--- src/rtl/diff_accum_pkg.sv ---
// Shared types and constants for the difference accumulator.
// Holds the FSM state enum, default widths and the sign-extension helper.
package diff_accum_pkg;

   localparam int SUB_W_DEF     = 5;
   localparam int ACC_W_DEF     = 8;
   localparam int FRAME_LEN_DEF = 4;

   typedef enum logic {
      ACCUM = 1'b0,
      HOLD  = 1'b1
   } state_t;

   // Sign-extends the low w bits of v to 32 bits; callers truncate to their own width.
   function automatic logic [31:0] sext(input logic [31:0] v, input int w);
      logic signed [31:0] t;
      t = signed'(v << (32 - w));
      return t >>> (32 - w);
   endfunction

endpackage

--- src/rtl/diff_accumulator_if.sv ---
// Handshake bundle for diff_accumulator: difference input stream and frame total output stream.
interface diff_accumulator_if #(
   parameter int SUB_W = 5,
   parameter int ACC_W = 8
);

   logic [SUB_W-1:0] subIn;
   logic             subValid;
   logic             subReady;
   logic [ACC_W-1:0] sumOut;
   logic             sumValid;
   logic             sumReady;
   logic             ovfOut;

   modport master (
      output subIn, subValid, sumReady,
      input  subReady, sumOut, sumValid, ovfOut
   );

   modport slave (
      input  subIn, subValid, sumReady,
      output subReady, sumOut, sumValid, ovfOut
   );

endinterface

--- src/rtl/diff_accumulator_sat_add.sv ---
// Signed W-bit adder with overflow flag.
// Defining DIFF_ACCUM_SAT_EN clamps overflowing results; otherwise they wrap.
module sat_add #(
   parameter int W = 8
) (
   input  logic [W-1:0] a,
   input  logic [W-1:0] b,
   output logic [W-1:0] sum,
   output logic         ovf
);

   logic [W-1:0] raw;

   assign raw = a + b;
   assign ovf = (a[W-1] == b[W-1]) && (raw[W-1] != a[W-1]);

`ifdef DIFF_ACCUM_SAT_EN
   // The sign of a tells which rail was crossed.
   always_comb begin
      sum = raw;
      if (ovf) begin
         sum = a[W-1] ? {1'b1, {(W-1){1'b0}}} : {1'b0, {(W-1){1'b1}}};
      end
   end
`else
   assign sum = raw;
`endif

endmodule

--- src/rtl/diff_accumulator.sv ---
// Sums FRAME_LEN signed differences per frame and holds the total until taken.
// Saturating arithmetic is selected with DIFF_ACCUM_SAT_EN (default: wrap).
module diff_accumulator
   import diff_accum_pkg::*;
#(
   parameter int SUB_W     = SUB_W_DEF,
   parameter int ACC_W     = ACC_W_DEF,
   parameter int FRAME_LEN = FRAME_LEN_DEF
) (
   input logic             clk,
   input logic             rst,
   diff_accumulator_if.slave bus
);

   localparam int CNT_W = $clog2(FRAME_LEN + 1);
   localparam logic [CNT_W-1:0] LAST_CNT = CNT_W'(FRAME_LEN - 1);

   state_t           state;
   state_t           stateNext;
   logic [ACC_W-1:0] acc;
   logic [ACC_W-1:0] subExt;
   logic [ACC_W-1:0] addResult;
   logic [ACC_W-1:0] sumReg;
   logic [CNT_W-1:0] cnt;
   logic             addOvf;
   logic             ovfFrame;
   logic             ovfReg;
   logic             accept;
   logic             lastSample;
   logic             consume;

   assign subExt = ACC_W'(sext(32'(bus.subIn), SUB_W));

   sat_add #(.W(ACC_W)) u_sat_add (
      .a   (acc),
      .b   (subExt),
      .sum (addResult),
      .ovf (addOvf)
   );

   always_ff @(posedge clk) begin
      if (rst) begin
         state <= ACCUM;
      end else begin
         state <= stateNext;
      end
   end

   // Handshake outputs are decoded straight from the registered state.
   always_comb begin
      stateNext    = state;
      accept       = 1'b0;
      lastSample   = 1'b0;
      consume      = 1'b0;
      bus.subReady = 1'b0;
      bus.sumValid = 1'b0;
      case (state)
         ACCUM: begin
            bus.subReady = 1'b1;
            accept       = bus.subValid;
            if (bus.subValid && (cnt == LAST_CNT)) begin
               lastSample = 1'b1;
               stateNext  = HOLD;
            end
         end
         HOLD: begin
            bus.sumValid = 1'b1;
            if (bus.sumReady) begin
               consume   = 1'b1;
               stateNext = ACCUM;
            end
         end
         default: stateNext = ACCUM;
      endcase
   end

   // ovfFrame remembers any overflow seen earlier in the current frame.
   always_ff @(posedge clk) begin
      if (rst) begin
         acc      <= '0;
         cnt      <= '0;
         sumReg   <= '0;
         ovfFrame <= 1'b0;
         ovfReg   <= 1'b0;
      end else if (accept) begin
         if (lastSample) begin
            sumReg   <= addResult;
            ovfReg   <= ovfFrame | addOvf;
            acc      <= '0;
            cnt      <= '0;
            ovfFrame <= 1'b0;
         end else begin
            acc      <= addResult;
            cnt      <= cnt + 1'b1;
            ovfFrame <= ovfFrame | addOvf;
         end
      end else if (consume) begin
         ovfReg <= 1'b0;
      end
   end

   assign bus.sumOut = sumReg;
   assign bus.ovfOut = ovfReg;

endmodule
--- src/flat_wrapper.sv ---
// flat-port wrapper written by rule: the top's interface ports become plain ports
module diff_accumulator_flat import diff_accum_pkg::*;
#(
   parameter int SUB_W     = SUB_W_DEF,
   parameter int ACC_W     = ACC_W_DEF,
   parameter int FRAME_LEN = FRAME_LEN_DEF
)
  (clk, rst, bus_subIn, bus_subValid, bus_sumReady, bus_subReady, bus_sumOut, bus_sumValid, bus_ovfOut);
  diff_accumulator_if #(.SUB_W(SUB_W), .ACC_W(ACC_W)) bus_i ();
  input logic clk;
  input logic rst;
  input wire logic [$bits(bus_i.subIn)-1:0] bus_subIn;
  input wire logic [$bits(bus_i.subValid)-1:0] bus_subValid;
  input wire logic [$bits(bus_i.sumReady)-1:0] bus_sumReady;
  output wire logic [$bits(bus_i.subReady)-1:0] bus_subReady;
  output wire logic [$bits(bus_i.sumOut)-1:0] bus_sumOut;
  output wire logic [$bits(bus_i.sumValid)-1:0] bus_sumValid;
  output wire logic [$bits(bus_i.ovfOut)-1:0] bus_ovfOut;
  assign bus_i.subIn = bus_subIn;
  assign bus_i.subValid = bus_subValid;
  assign bus_i.sumReady = bus_sumReady;
  assign bus_subReady = bus_i.subReady;
  assign bus_sumOut = bus_i.sumOut;
  assign bus_sumValid = bus_i.sumValid;
  assign bus_ovfOut = bus_i.ovfOut;
  diff_accumulator #(.SUB_W(SUB_W), .ACC_W(ACC_W), .FRAME_LEN(FRAME_LEN)) u_core (.clk(clk), .rst(rst), .bus(bus_i));
endmodule
--- config.mk ---
export PLATFORM = sky130hd
export DESIGN_NAME = diff_accumulator_flat
export DESIGN_NICKNAME = d
export VERILOG_FILES = /design/src/rtl/diff_accum_pkg.sv /design/src/rtl/diff_accumulator_if.sv /design/src/rtl/diff_accumulator_sat_add.sv /design/src/rtl/diff_accumulator.sv /design/src/flat_wrapper.sv
export SDC_FILE = /design/constraint.sdc
export NUM_CORES = 1
export LEC_CHECK = 0
export BUFFER_PORTS_ARGS = -buffer_cell sky130_fd_sc_hd__buf_4
export CORE_MARGIN = 2
export CORE_UTILIZATION = 25
export DETAILED_ROUTE_END_ITERATION = 7
export PLACE_DENSITY = 0.51
export REMOVE_ABC_BUFFERS = 1
export SLEW_MARGIN = 10
export SYNTH_ARGS = -nofsm -noshare
export SYNTH_HDL_FRONTEND = slang
export SYNTH_SLANG_ARGS = --single-unit
--- constraint.sdc ---
create_clock -name clk -period 3.9 [get_ports clk]
set_input_delay 0.39 -clock clk [delete_from_list [all_inputs] [get_ports clk]]
set_output_delay 0.39 -clock clk [all_outputs]
set_load 0.01 [all_outputs]
# Word level (Yosys, flattened, before mapping)
# Index checks and enable logic that the tools add are counted.
[totals]
reg_bits = 22
elab_cells = 34
[op_classes]
n_addsub = 2
eq_ne = 4
n_mux = 15
bitwise_logic = 2
n_reduce_logical = 5
[ops]
columns = ["cell", "count"]
rows = [
  ["$mux 1", 12],
  ["$add 8x8->8", 1],
  ["$mux 8", 1],
  ["$reduce_and 2->1", 2],
  ["$add 3x1->3 const B", 1],
  ["$eq 3x2->1 const B", 1],
  ["$mux 3", 1],
  ["$logic_and 1x1->1", 2],
  ["$ne 2x2->1 const B", 1],
  ["$pmux 1 s2", 1],
  ["$reduce_bool 2->1", 1],
  ["$eq 1x1->1", 1],
  ["$ne 1x1->1", 1],
  ["$not 1->1", 1],
  ["$or 1x1->1", 1],
]

# Depth between registers and ports, before layout
[logic_depth]
word_depth = 6
depth_mapped = 7

# By module
# From an unflattened synthesis, not the netlist that was laid out.
[hier_totals]
hier_cells = 133
area_unflattened_um2 = 1111.1
[by_module_without_submodules]
columns = ["module", "instances", "cells_per_inst", "area_per_inst_um2"]
rows = [
  ["diff_accumulator", 1, 99, 832.0],
  ["sat_add", 1, 34, 279.0],
]

# Worst setup path after synthesis
# No wires, ideal clock.
[synth_path]
kind = "input to register"
start = "input port bus_subIn[0]"
end = "register u_core.acc[6]"
arrival_ns = 1.990
slack_ns = 1.809
cell_stages = 7
path_buffers = 0
cell_sequence = "ha_1 -> fa_1 -> a21o_1 -> a311o_1 -> a21oi_1 -> xor2_1 -> o41ai_1"
[synth_via]
elab_chain_len = 2
[synth_lines]
columns = ["item", "line", "text"]
rows = [
  ["start, declared", "flat_wrapper.sv:12", "input wire logic [$bits(bus_i.subIn)-1:0] bus_subIn;"],
  ["$add 8x8->8", "diff_accumulator_sat_add.sv:14", "assign raw = a + b;"],
  ["$mux 8", "diff_accumulator.sv:86", "if (lastSample) begin"],
  ["end signal, assigned", "diff_accumulator.sv:93", "acc <= addResult;"],
  ["end, declared", "diff_accumulator.sv:20", "logic [ACC_W-1:0] acc;"],
]
# No other way between the ends.
# A chain may end at the register's enable or synchronous reset.

# Worst setup path in the final report
[layout_path]
start = "register u_core.acc[0]"
end = "register u_core.acc[6]"
[layout_via]
elab_chain_len = 2
[layout_lines]
columns = ["item", "line"]
rows = [
  ["$add 8x8->8", "diff_accumulator_sat_add.sv:14"],
  ["$mux 8", "diff_accumulator.sv:86"],
]
# No other way between the ends.

==> results.yml <==
worst_setup_path:
  crit_required_ps: 4030
  worstPathMaxFanout: 3
  reg2regPathDepth: 7
  r2r_end: "u_core.acc[6]"
  r2r_setup_slack_ps: 1760
  crit_arrival_ps: 2270
  worstSetupPathType: "flop to flop"
  cp-start-kind: "flop"
  regToRegStartpoint: "u_core.acc[0]"
  worstSetupEndpointType: "flop"
drt:
  drc: 0
  postRouteWirelength_um: 2690
  ant_nets: 0
  drt-initial-drc-count: 21
  wl_met2_um: 1380
  wl_per_cell_um: 13.3
  vias_per_cell: 4.98
  vias: 1011
  firstDrtPassIters: 4
  maxUsedRoutingLayer: "met4"
  dr_wl_met3_um: 86
  met1Wirelength_um: 1190
clocking:
  cts_max_level: 1
  clock-sinks: 22
  postCtsSetupBuffers: 0
  clockRootBuffer: "clkbuf_8"
  cts-resized-gates: 0
  ctsLongestPathBuffers: 2
  numCtsBuffers: 3
  cts_tree: "yes"
  cts.clk_slew.worst_paths_ps: 80
  hold_buffers: 0
  clock_latency_ps: 250
synth:
  syn_inst: 135
  async_flop_share: 0
  yosysTopAreaCell: "dfxtp_1"
  ys_seq_elements: 22
  synth_edf_count: 0
  netlist_top_cells_area: "dfxtp_1, ha_1, a21oi_1"
  synth_cell_types: 37
  synth_most_common_cell: "dfxtp_1"
  synth_top_area_share: 0.374
  netlist_area_um2: 1180
  yosys-top-cells-count: "dfxtp_1, a21oi_1, nand2_1"
  postSynthAreaPerCell_um2: 8.73
  seq_area_frac_synth: 0.374
  ys_warn_count: 0
  synth_ff_type: "dfxtp_1"
global_routing:
  grt_max_degree: 25
  grt_remaining_overflow: 0
  grt_first_pass_wirelength_um: 4740
  antenna_found_initial: 0
  grt.total_usage: 0.112
  grt_pass1_vias: 1058
floorplanning:
  die_w_um: 72.7
  dieArea_um2: 5280
  rows: 24
  core_area_um2: 4440
  pin_count: 20
  start_util: 0.265
  die_y_um: 72.7
place:
  dp_slack_ps: 1520
  gp_congestion: 0.743
  place_area_um2: 1360
  dp_hpwl_um: 2000
  port_buffers: 19
cells_and_area:
  fin_util: 0.316
  multi_input_area_um2: 703
  final_nets: 172
  design_area_um2: 1400
  synthToLayoutAreaGrowth_pct: 19.1
  n_fill_cell: 484
  seq_area_um2: 440
  drive_gt1_frac: 0.192
  diodes: 0
timing:
  finClkSkew_ps: 5.56
  period_minus_slack_ps: 2140
  fin_tns_setup_ps: 0
  setup_viol: 0
  maxSlewViolCount: 0
  hold_violations: 0
  layout_setup_ws_ps: 1760
  min_period_over_period: 0.549
  fmax_mhz: 467
  rsz0062_at_grt: "no"
  worstMarginPinSlew_ps: 639
  slew_headroom: 0.563
flow_run:
  max_cap_violations: 0
hold_path:
  holdPathEnd: "u_core.state"
  min_from: "bus_sumReady"
  hold_path_class: "input port to flop"
  min_path_cells: 3
power:
  p_per_area_nw_per_um2: 374
  leakage_nw: 0.566
  ir_worst_vdd_mv: 0.131
outcome:
  outcome: "complete, no violations"
-- flip-flops by register name, summed over array words and instances, names as in the netlist --
register           cells
u_core.state           1
u_core.bus.ovfOut      1
u_core.ovfFrame        1
u_core.bus.sumOut      8
u_core.cnt             3
u_core.acc             8
-- final cells by class --
| type | instances | share of cell area |
|---|---|---|
| clock buffers | 3 | 0.0294 |
| inverters | 3 | 0.00802 |
| multi-input cells | 104 | 0.501 |
| flip-flops and latches | 22 | 0.314 |
| well taps | 52 | 0.0463 |
| repair buffers | 19 | 0.102 |
-- metal layers --
layer  vias to the layer above  GRT usage
li1                        523          -
met1                       460      0.141
met2                        24      0.197
met3                         4     0.0138
met4                         0     0.0370
met5                         -          0
-- report_power, final --
group	total (mW)	switching, mW	leakage (nW)	internal, mW
combinational	0.140	0.0804	0.365	0.0595
sequential	0.248	0.00958	0.179	0.239
clock	0.137	0.0679	0.0216	0.0687
total	0.525	0.158	0.566	0.367
-- critical path, stage by stage (launching register included) --
cell	delay (ps)
dfxtp_1	320
ha_1	230
fa_1	420
a21o_1	210
a311o_1	340
a21oi_1	180
xor2_1	230
o41ai_1	80
-- stage by stage --
| step | hold WS, ps | power (mW) | std cells |
|---|---|---|---|
| 3_5_place_dp | 447 | 0.393 | 200 |
| 4_1_cts | 399 | 0.533 | 203 |
| 3_3_place_gp | 443 | 0.388 | 200 |
| 6_report | 410 | 0.525 | 203 |
| 5_1_grt | 407 | 0.565 | 203 |
| 2_1_floorplan | 430 | 0.355 | 129 |
-- logic make-up (layout without fill, tap and decap cells) --
| group | Yosys count | in the layout | share of synthesized area |
|---|---|---|---|
| XOR/XNOR | 5 | 5 | 0.0372 |
| buffers and inverters | 9 | 25 | 0.0297 |
| adder cells (fa/ha/maj) | 10 | 10 | 0.113 |
| AND/OR/NAND/NOR | 46 | 46 | 0.180 |
| flip-flops | 22 | 22 | 0.374 |
| AO/OA/AOI/OAI | 43 | 43 | 0.266 |
-- worst max path at each step --
stage | endpoint | startpoint | slack [ps]
4_1_cts | u_core.acc[6] | u_core.acc[0] | 1740
5_1_grt | u_core.bus.ovfOut | u_core.acc[4] | 1480
6_report | u_core.acc[6] | u_core.acc[0] | 1760
2_1_floorplan | u_core.acc[6] | bus_subIn[0] | 1810
3_5_place_dp | u_core.acc[6] | bus_subIn[0] | 1520
3_3_place_gp | u_core.acc[6] | bus_subIn[0] | 1550
-- cell usage in the layout (no fill, tap or decap), drive strengths merged, types with 2 or more instances in the layout --
cell	synthesis	layout
dfxtp	22	22
a21oi	20	20
nand2	19	19
buf	1	19
nor2	10	10
ha	9	9
nor3	5	5
a21o	4	4
nand3b	4	4
a22oi	4	4
inv	3	3
xnor2	3	3
clkbuf	5	3
xor2	2	2
o31ai	2	2
nand3	2	2
and2	2	2
a211oi	2	2
o21ai	2	2
a311oi	2	2
Power figures use the tool's default switching activity.
